File: config.mk
export PLATFORM = sky130hd
export DESIGN_NAME = bin2bcd
export DESIGN_NICKNAME = d
export VERILOG_FILES = /design/src/rtl/bin2bcd.sv
export SDC_FILE = /design/constraint.sdc
export NUM_CORES = 1
export LEC_CHECK = 0
export ABC_AREA = 1
export CAP_MARGIN = 5
export CORE_UTILIZATION = 56
export CTS_CLUSTER_DIAMETER = 40
export CTS_CLUSTER_SIZE = 16
export DETAILED_ROUTE_END_ITERATION = 7
export GPL_ROUTABILITY_DRIVEN = 0
export HOLD_SLACK_MARGIN = 0.03
export PLACE_DENSITY = 0.81
export SLEW_MARGIN = 20
export SYNTH_ARGS = -nofsm -noshare
export SYNTH_HDL_FRONTEND = slang
export SYNTH_SLANG_ARGS = --single-unit
export TNS_END_PERCENT = 20
File: constraint.sdc
create_clock -name clk -period 3.29 [get_ports clk]
set_input_delay 0.4935 -clock clk [delete_from_list [all_inputs] [get_ports clk]]
set_output_delay 0.4935 -clock clk [all_outputs]
set_load 0.005 [all_outputs]
File: src/rtl/bin2bcd.sv
// Sequential 14-bit binary to 4-digit packed BCD converter (shift-and-add-3).
// A start/busy/done handshake serialises conversions; operands above 9999 raise ovf.
module bin2bcd (
    input  logic        clk,
    input  logic        rst,
    input  logic        start,
    input  logic [13:0] B,
    output logic [3:0]  BCD_0,
    output logic [3:0]  BCD_1,
    output logic [3:0]  BCD_2,
    output logic [3:0]  BCD_3,
    output logic        ovf,
    output logic        busy,
    output logic        done
);

    typedef enum logic [1:0] {
        IDLE  = 2'd0,
        SHIFT = 2'd1,
        DONE  = 2'd2
    } state_t;

    state_t      state;
    logic [13:0] bin_sr;
    logic [19:0] scratch;
    logic [3:0]  iter;
    logic [19:0] adjusted;

    // Add-3 correction on every digit that would exceed 9 after doubling.
    // NOTE: adjusted gets a full default before the loop so no latch is inferred.
    always_comb begin
        adjusted = scratch;
        for (int i = 0; i < 5; i++) begin
            if (scratch[4*i +: 4] >= 4'd5)
                adjusted[4*i +: 4] = scratch[4*i +: 4] + 4'd3;
        end
    end

    // NOTE: all state here uses non-blocking assignments so every register samples pre-edge values.
    always_ff @(posedge clk) begin
        if (rst) begin
            state   <= IDLE;
            bin_sr  <= '0;
            scratch <= '0;
            iter    <= '0;
            BCD_0   <= '0;
            BCD_1   <= '0;
            BCD_2   <= '0;
            BCD_3   <= '0;
            ovf     <= 1'b0;
            busy    <= 1'b0;
            done    <= 1'b0;
        end else begin
            case (state)
                IDLE: begin
                    done <= 1'b0;
                    if (start) begin
                        bin_sr  <= B;
                        scratch <= '0;
                        iter    <= '0;
                        busy    <= 1'b1;
                        state   <= SHIFT;
                    end
                end
                SHIFT: begin
                    {scratch, bin_sr} <= {adjusted[18:0], bin_sr, 1'b0};
                    iter <= iter + 4'd1;
                    if (iter == 4'd13)
                        state <= DONE;
                end
                DONE: begin
                    // Lower digits are always valid BCD, so only a ten-thousands digit signals overflow.
                    BCD_0 <= scratch[3:0];
                    BCD_1 <= scratch[7:4];
                    BCD_2 <= scratch[11:8];
                    BCD_3 <= scratch[15:12];
                    ovf   <= (scratch[19:16] != 4'd0);
                    done  <= 1'b1;
                    busy  <= 1'b0;
                    state <= IDLE;
                end
                default: begin
                    state <= IDLE;
                    busy  <= 1'b0;
                    done  <= 1'b0;
                end
            endcase
        end
    end

endmodule

==> results of run 1 <==
==> layer usage <==
layer / up-vias / track usage / routed length, um
met2: 89 / 0.403 / 2540
met5: - / 0 / 0
li1: 1289 / - / -
met3: 13 / 0.0830 / 400
met4: 0 / 0.107 / 122
met1: 1138 / 0.309 / 2580
==> kinds of logic (layout without fill, tap and decap cells) <==
group	count (synthesis)	after routing	share of synthesized area
AND/OR/NAND/NOR	161	161	0.250
adder cells (fa/ha/maj)	13	13	0.0604
buffers and inverters	54	91	0.0828
flip-flops	59	59	0.439
AO/OA/AOI/OAI	85	85	0.168
==> layout by cell type (no fill, tap or decap), drive strengths merged, types with 10 or more instances in the layout <==
| cell | n |
|---|---|
| a21oi | 46 |
| clkbuf | 15 |
| clkdlybuf4s50 | 35 |
| dfxtp | 59 |
| ha | 13 |
| inv | 38 |
| nand2 | 93 |
| nand3 | 28 |
| nand4 | 10 |
| nor2 | 30 |
| o21ai | 27 |
==> final cells by class <==
cell class,instances,share of cell area
clock buffers,15,0.0543
well taps,52,0.0200
clock inverters,1,0.00924
flip-flops and latches,59,0.363
inverters,38,0.0439
multi-input cells,259,0.397
repair buffers,37,0.112
==> flip-flops by register name, indices dropped and copies added, names as in the netlist <==
signal   cells
BCD_0        4
BCD_1        4
BCD_2        4
BCD_3        4
bin_sr      14
busy         1
done         1
iter         4
ovf          1
scratch     20
state        2
==> metrics by stage <==
stage	setup slack, ns	area [um^2]
after floorplan	2.03	2690
after global placement	1.36	3040
after detailed placement	1.31	3040
after CTS	1.59	3250
after global routing	1.48	3250
final	1.63	3250
==> how the worst max path moves through the flow <==
stage	startpoint	endpoint	slack (ns)	depth (start not counted)
CTS	done	done	1.59	1
finish	ovf	ovf	1.63	1
global route	rst	scratch[0]	1.48	6
floorplan	rst	BCD_0[3]	2.03	5
detailed placement	start	bin_sr[13]	1.31	8
global placement	start	bin_sr[13]	1.36	8
==> power by group through the flow <==
stage	Sequential, mW	Combinational, mW	Clock, mW
final	0.743	0.107	0.680
after global placement	0.758	0.105	0
after global routing	0.745	0.120	0.731
after floorplan	0.756	0.0731	0
after detailed placement	0.759	0.107	0
after CTS	0.743	0.107	0.694
==> results.sh, run 1 <==
export IMPL_status="finished, violations left"
export IMPL_violations="DRC"
export IMPL_hold_depth=2
export IMPL_power_leakage_nw=1.32
export IMPL_start_util=0.602
export IMPL_maxSlewHeadroom=0.528
export IMPL_yosysMostFrequentCell="nand2_1"
export IMPL_syn_area_per_cell_um2=7.23
export IMPL_critPathMaxFanout=2
export IMPL_p_switching_mw=0.346
export IMPL_syn_num_nets=402
export IMPL_ctsRootBufferMaster="clkbuf_8"
export IMPL_synthTopCellsByCount="91 x nand2_1, 59 x dfxtp_1, 46 x a21oi_1"
export IMPL_io_pins=36
export IMPL_clk_pin_slew_ns=0.06
export IMPL_holdBufCountCts=0
export IMPL_multi_input_area_um2=1290
export IMPL_place_inst=445
export IMPL_critical_path_cell_chain="clkdlybuf4s50_1"
export IMPL_peakVddDrop_mv=0.283
export IMPL_p_comb_frac=0.070
export IMPL_seq_area_um2=1180
export IMPL_end_kind="primary output"
export IMPL_worst_pin_slew_ns=0.708
export IMPL_via_per_inst=5.49
export IMPL_antenna_found_initial=0
export IMPL_die_h_um=71.3
export IMPL_power_density_nw_per_um2=471
export IMPL_synthTopCellsByArea="dfxtp_1 44%, nand2_1 13%, a21oi_1 8.6%, ha_1 6.0%, nand3_1 5.2%"
export IMPL_p_clk_frac=0.444
export IMPL_drv_slew=0
export IMPL_synth_edf_count=0
export IMPL_reg2regPathDepth=7
export IMPL_avgRoutedWirePerCell_um=12.2
export IMPL_wl_mm=5.64
export IMPL_synth_area_um2=2690
export IMPL_crit_buf_inv=1
export IMPL_nFillCells=368
export IMPL_syn_inst=372
export IMPL_antenna_cells=0
export IMPL_timing_setup_tns_ns=0
export IMPL_synth_seq_cells=59
export IMPL_drtPass1Iterations=7
export IMPL_port_buffers=35
export IMPL_grt_pass1_wl_mm=9.88
export IMPL_sw_frac_of_total=0.226
export IMPL_rsz0062_at_grt="no"
export IMPL_max_cap_violations=0
export IMPL_drc=2
export IMPL_crit_type="flop to primary output"
export IMPL_die_w_um=71.3
export IMPL_synth_cell_types=22
export IMPL_slowest_delay_ns=0.50
export IMPL_critical_path_arrival_ns=1.17
export IMPL_grt_pass1_vias=2290
export IMPL_synth_warning_count=0
export IMPL_min_to="bin_sr[0]"
export IMPL_hold_viol=0
export IMPL_ys_seq_area_frac=0.439
export IMPL_slowest_stage="clkdlybuf4s50_1"
export IMPL_overflow=0
export IMPL_yosysTopAreaCell="dfxtp_1"
export IMPL_fin_crit_sh=0.506
export IMPL_dp_hpwl_mm=3.65
export IMPL_fin_cells=461
export IMPL_grt_usage=0.251
export IMPL_p_seq_frac=0.486
export IMPL_synth_top_area_frac=0.439
export IMPL_async_flop_share=0
export IMPL_whs_ns=0.465
export IMPL_cts_htree_levels=3
export IMPL_clock_skew_ns=0.00785
export IMPL_fin_nets=434
export IMPL_r2r_slack_ns=1.74
export IMPL_post_cts_buffers=0
export IMPL_cts_made_buffers=9
export IMPL_setup_violations=0
export IMPL_drtIter0Drc=234
export IMPL_cts_tree="built"
export IMPL_fmax_ghz=0.601
export IMPL_final_util=0.727
export IMPL_coreArea_um2=4470
export IMPL_die_area_um2=5090
export IMPL_via_count=2529
export IMPL_postRouteAntennaNets=0
export IMPL_synth_main_ff_cell="dfxtp_1"
export IMPL_hold_class="flop to flop"
export IMPL_worstReg2RegEnd="scratch[0]"
export IMPL_num_rows=24
export IMPL_post_cts_resized=0
export IMPL_cp_start_kind="flop"
export IMPL_area_growth_pct=20.8
export IMPL_final_layout_size_suffix_gt1_frac=0.0513
export IMPL_cp_required_ns=2.80
export IMPL_min_from="bin_sr[0]"
export IMPL_clock_sinks=59
export IMPL_cts_buffer_depth=2
export IMPL_finalPower_mw=1.53
export IMPL_cp_top_family="buffers and inverters"
export IMPL_fin_crit_ns=1.66
export IMPL_internal_power_mw=1.18
export IMPL_insertion_delay_ns=0.33
export IMPL_grt_start_max_net_pins=35
export IMPL_r2r_start="state[1]"
Note: power is estimated with default switching activity, not from simulation.
==> inputs of run 2 (changes only) <==
Settings changed: CORE_UTILIZATION 56 to 49, PLACE_DENSITY 0.81 to 0.75.
Clock period 3.29 ns to 1.53 ns, I/O delays scaled along.
==> results.sh, run 2 (same netlist as run 1, synthesis figures left out) <==
export IMPL_worst_pin_slew_ns=0.500
export IMPL_critPathMaxFanout=2
export IMPL_num_rows=26
export IMPL_post_cts_resized=0
export IMPL_finalPower_mw=3.14
export IMPL_cts_made_buffers=9
export IMPL_area_growth_pct=23.5
export IMPL_slowest_delay_ns=0.51
export IMPL_grt_pass1_wl_mm=9.94
export IMPL_fin_crit_ns=1.40
export IMPL_overflow=0
export IMPL_drtPass1Iterations=4
export IMPL_setup_violations=0
export IMPL_drc=0
export IMPL_start_util=0.517
export IMPL_largest_register_ffs=20
export IMPL_timing_setup_tns_ns=0
export IMPL_end_kind="primary output"
export IMPL_peakVddDrop_mv=0.564
export IMPL_coreArea_um2=5200
export IMPL_avgRoutedWirePerCell_um=11.8
export IMPL_multi_input_area_um2=1290
export IMPL_die_area_um2=5790
export IMPL_layout_commonest_cell="nand2_1"
export IMPL_die_w_um=76.1
export IMPL_fmax_ghz=0.712
export IMPL_grt_pass1_vias=2227
export IMPL_holdBufCountCts=0
export IMPL_ctsRootBufferMaster="clkbuf_8"
export IMPL_fin_nets=441
export IMPL_critical_path_cell_chain="clkdlybuf4s50_1"
export IMPL_power_density_nw_per_um2=945
export IMPL_slowest_stage="clkdlybuf4s50_1"
export IMPL_top_regs="scratch x20, bin_sr x14"
export IMPL_port_buffers=35
export IMPL_via_per_inst=5.14
export IMPL_wl_mm=5.72
export IMPL_clk_pin_slew_ns=0.06
export IMPL_grt_usage=0.216
export IMPL_regMostFlops="scratch"
export IMPL_cts_htree_levels=3
export IMPL_seq_area_um2=1180
export IMPL_cp_top_family="buffers and inverters"
export IMPL_drtIter0Drc=113
export IMPL_clock_sinks=59
export IMPL_hold_viol=0
export IMPL_final_util=0.638
export IMPL_postRouteAntennaNets=0
export IMPL_via_count=2495
export IMPL_drv_slew=0
export IMPL_fin_crit_sh=0.918
export IMPL_mostFrequentLayoutCells="91 x nand2_1, 59 x dfxtp_1, 46 x a21oi_1"
export IMPL_post_cts_buffers=0
export IMPL_crit_buf_inv=1
export IMPL_cts_buffer_depth=2
export IMPL_dp_hpwl_mm=3.86
export IMPL_critical_path_arrival_ns=1.17
export IMPL_insertion_delay_ns=0.33
export IMPL_nFillCells=496
export IMPL_antenna_found_initial=0
export IMPL_power_leakage_nw=1.35
export IMPL_clock_skew_ns=0.00320
export IMPL_cp_start_kind="flop"
export IMPL_cts_tree="built"
export IMPL_die_h_um=76.1
export IMPL_max_cap_violations=0
export IMPL_status="complete, no violations"
export IMPL_crit_type="flop to primary output"
export IMPL_grt_start_max_net_pins=34
export IMPL_hold_class="input port to flop"
export IMPL_cp_required_ns=1.30
export IMPL_rsz0062_at_grt="no"
export IMPL_antenna_cells=0
export IMPL_io_pins=36
export IMPL_final_layout_size_suffix_gt1_frac=0.0699
export IMPL_maxSlewHeadroom=0.666
==> run 2: power by group <==
group	internal, mW	switching [mW]
registers	1.57	0.0256
clock network	0.706	0.572
logic	0.111	0.152
==> run 2: worst paths after layout <==
kind,cells after the start,slack (ns),start,to
max,1,0.13,done,done
min,3,0.46,B[0],bin_sr[0]
max reg2reg,9,0.16,scratch[4],scratch[8]
min reg2reg,2,0.47,bin_sr[3],bin_sr[3]
==> run 2: through the flow <==
stage,hold WS (ns),worst slack [ns],instances,instance area (um^2)
2_1_floorplan,0.378,0.354,372,2690
3_3_place_gp,0.451,-0.00227,470,3140
3_5_place_dp,0.458,-0.0656,470,3140
4_1_cts,0.452,0.106,485,3320
5_1_grt,0.462,0.0167,485,3320
6_report,0.458,0.126,485,3320
==> run 2: layout make-up <==
type / count / share of cell area
clock buffers: 13 / 0.0508
well taps: 70 / 0.0264
repair buffers: 44 / 0.133
multi-input cells: 259 / 0.388
inverters: 38 / 0.0429
clock inverters: 2 / 0.00301
flip-flops and latches: 59 / 0.355
==> run 2: routing by layer <==
metal / vias up / share of wire / global-route usage
met5: - / 0 / 0
met4: 0 / 0.029 / 0.131
met3: 13 / 0.037 / 0.0455
met2: 55 / 0.45 / 0.339
met1: 1125 / 0.49 / 0.273
li1: 1302 / - / -
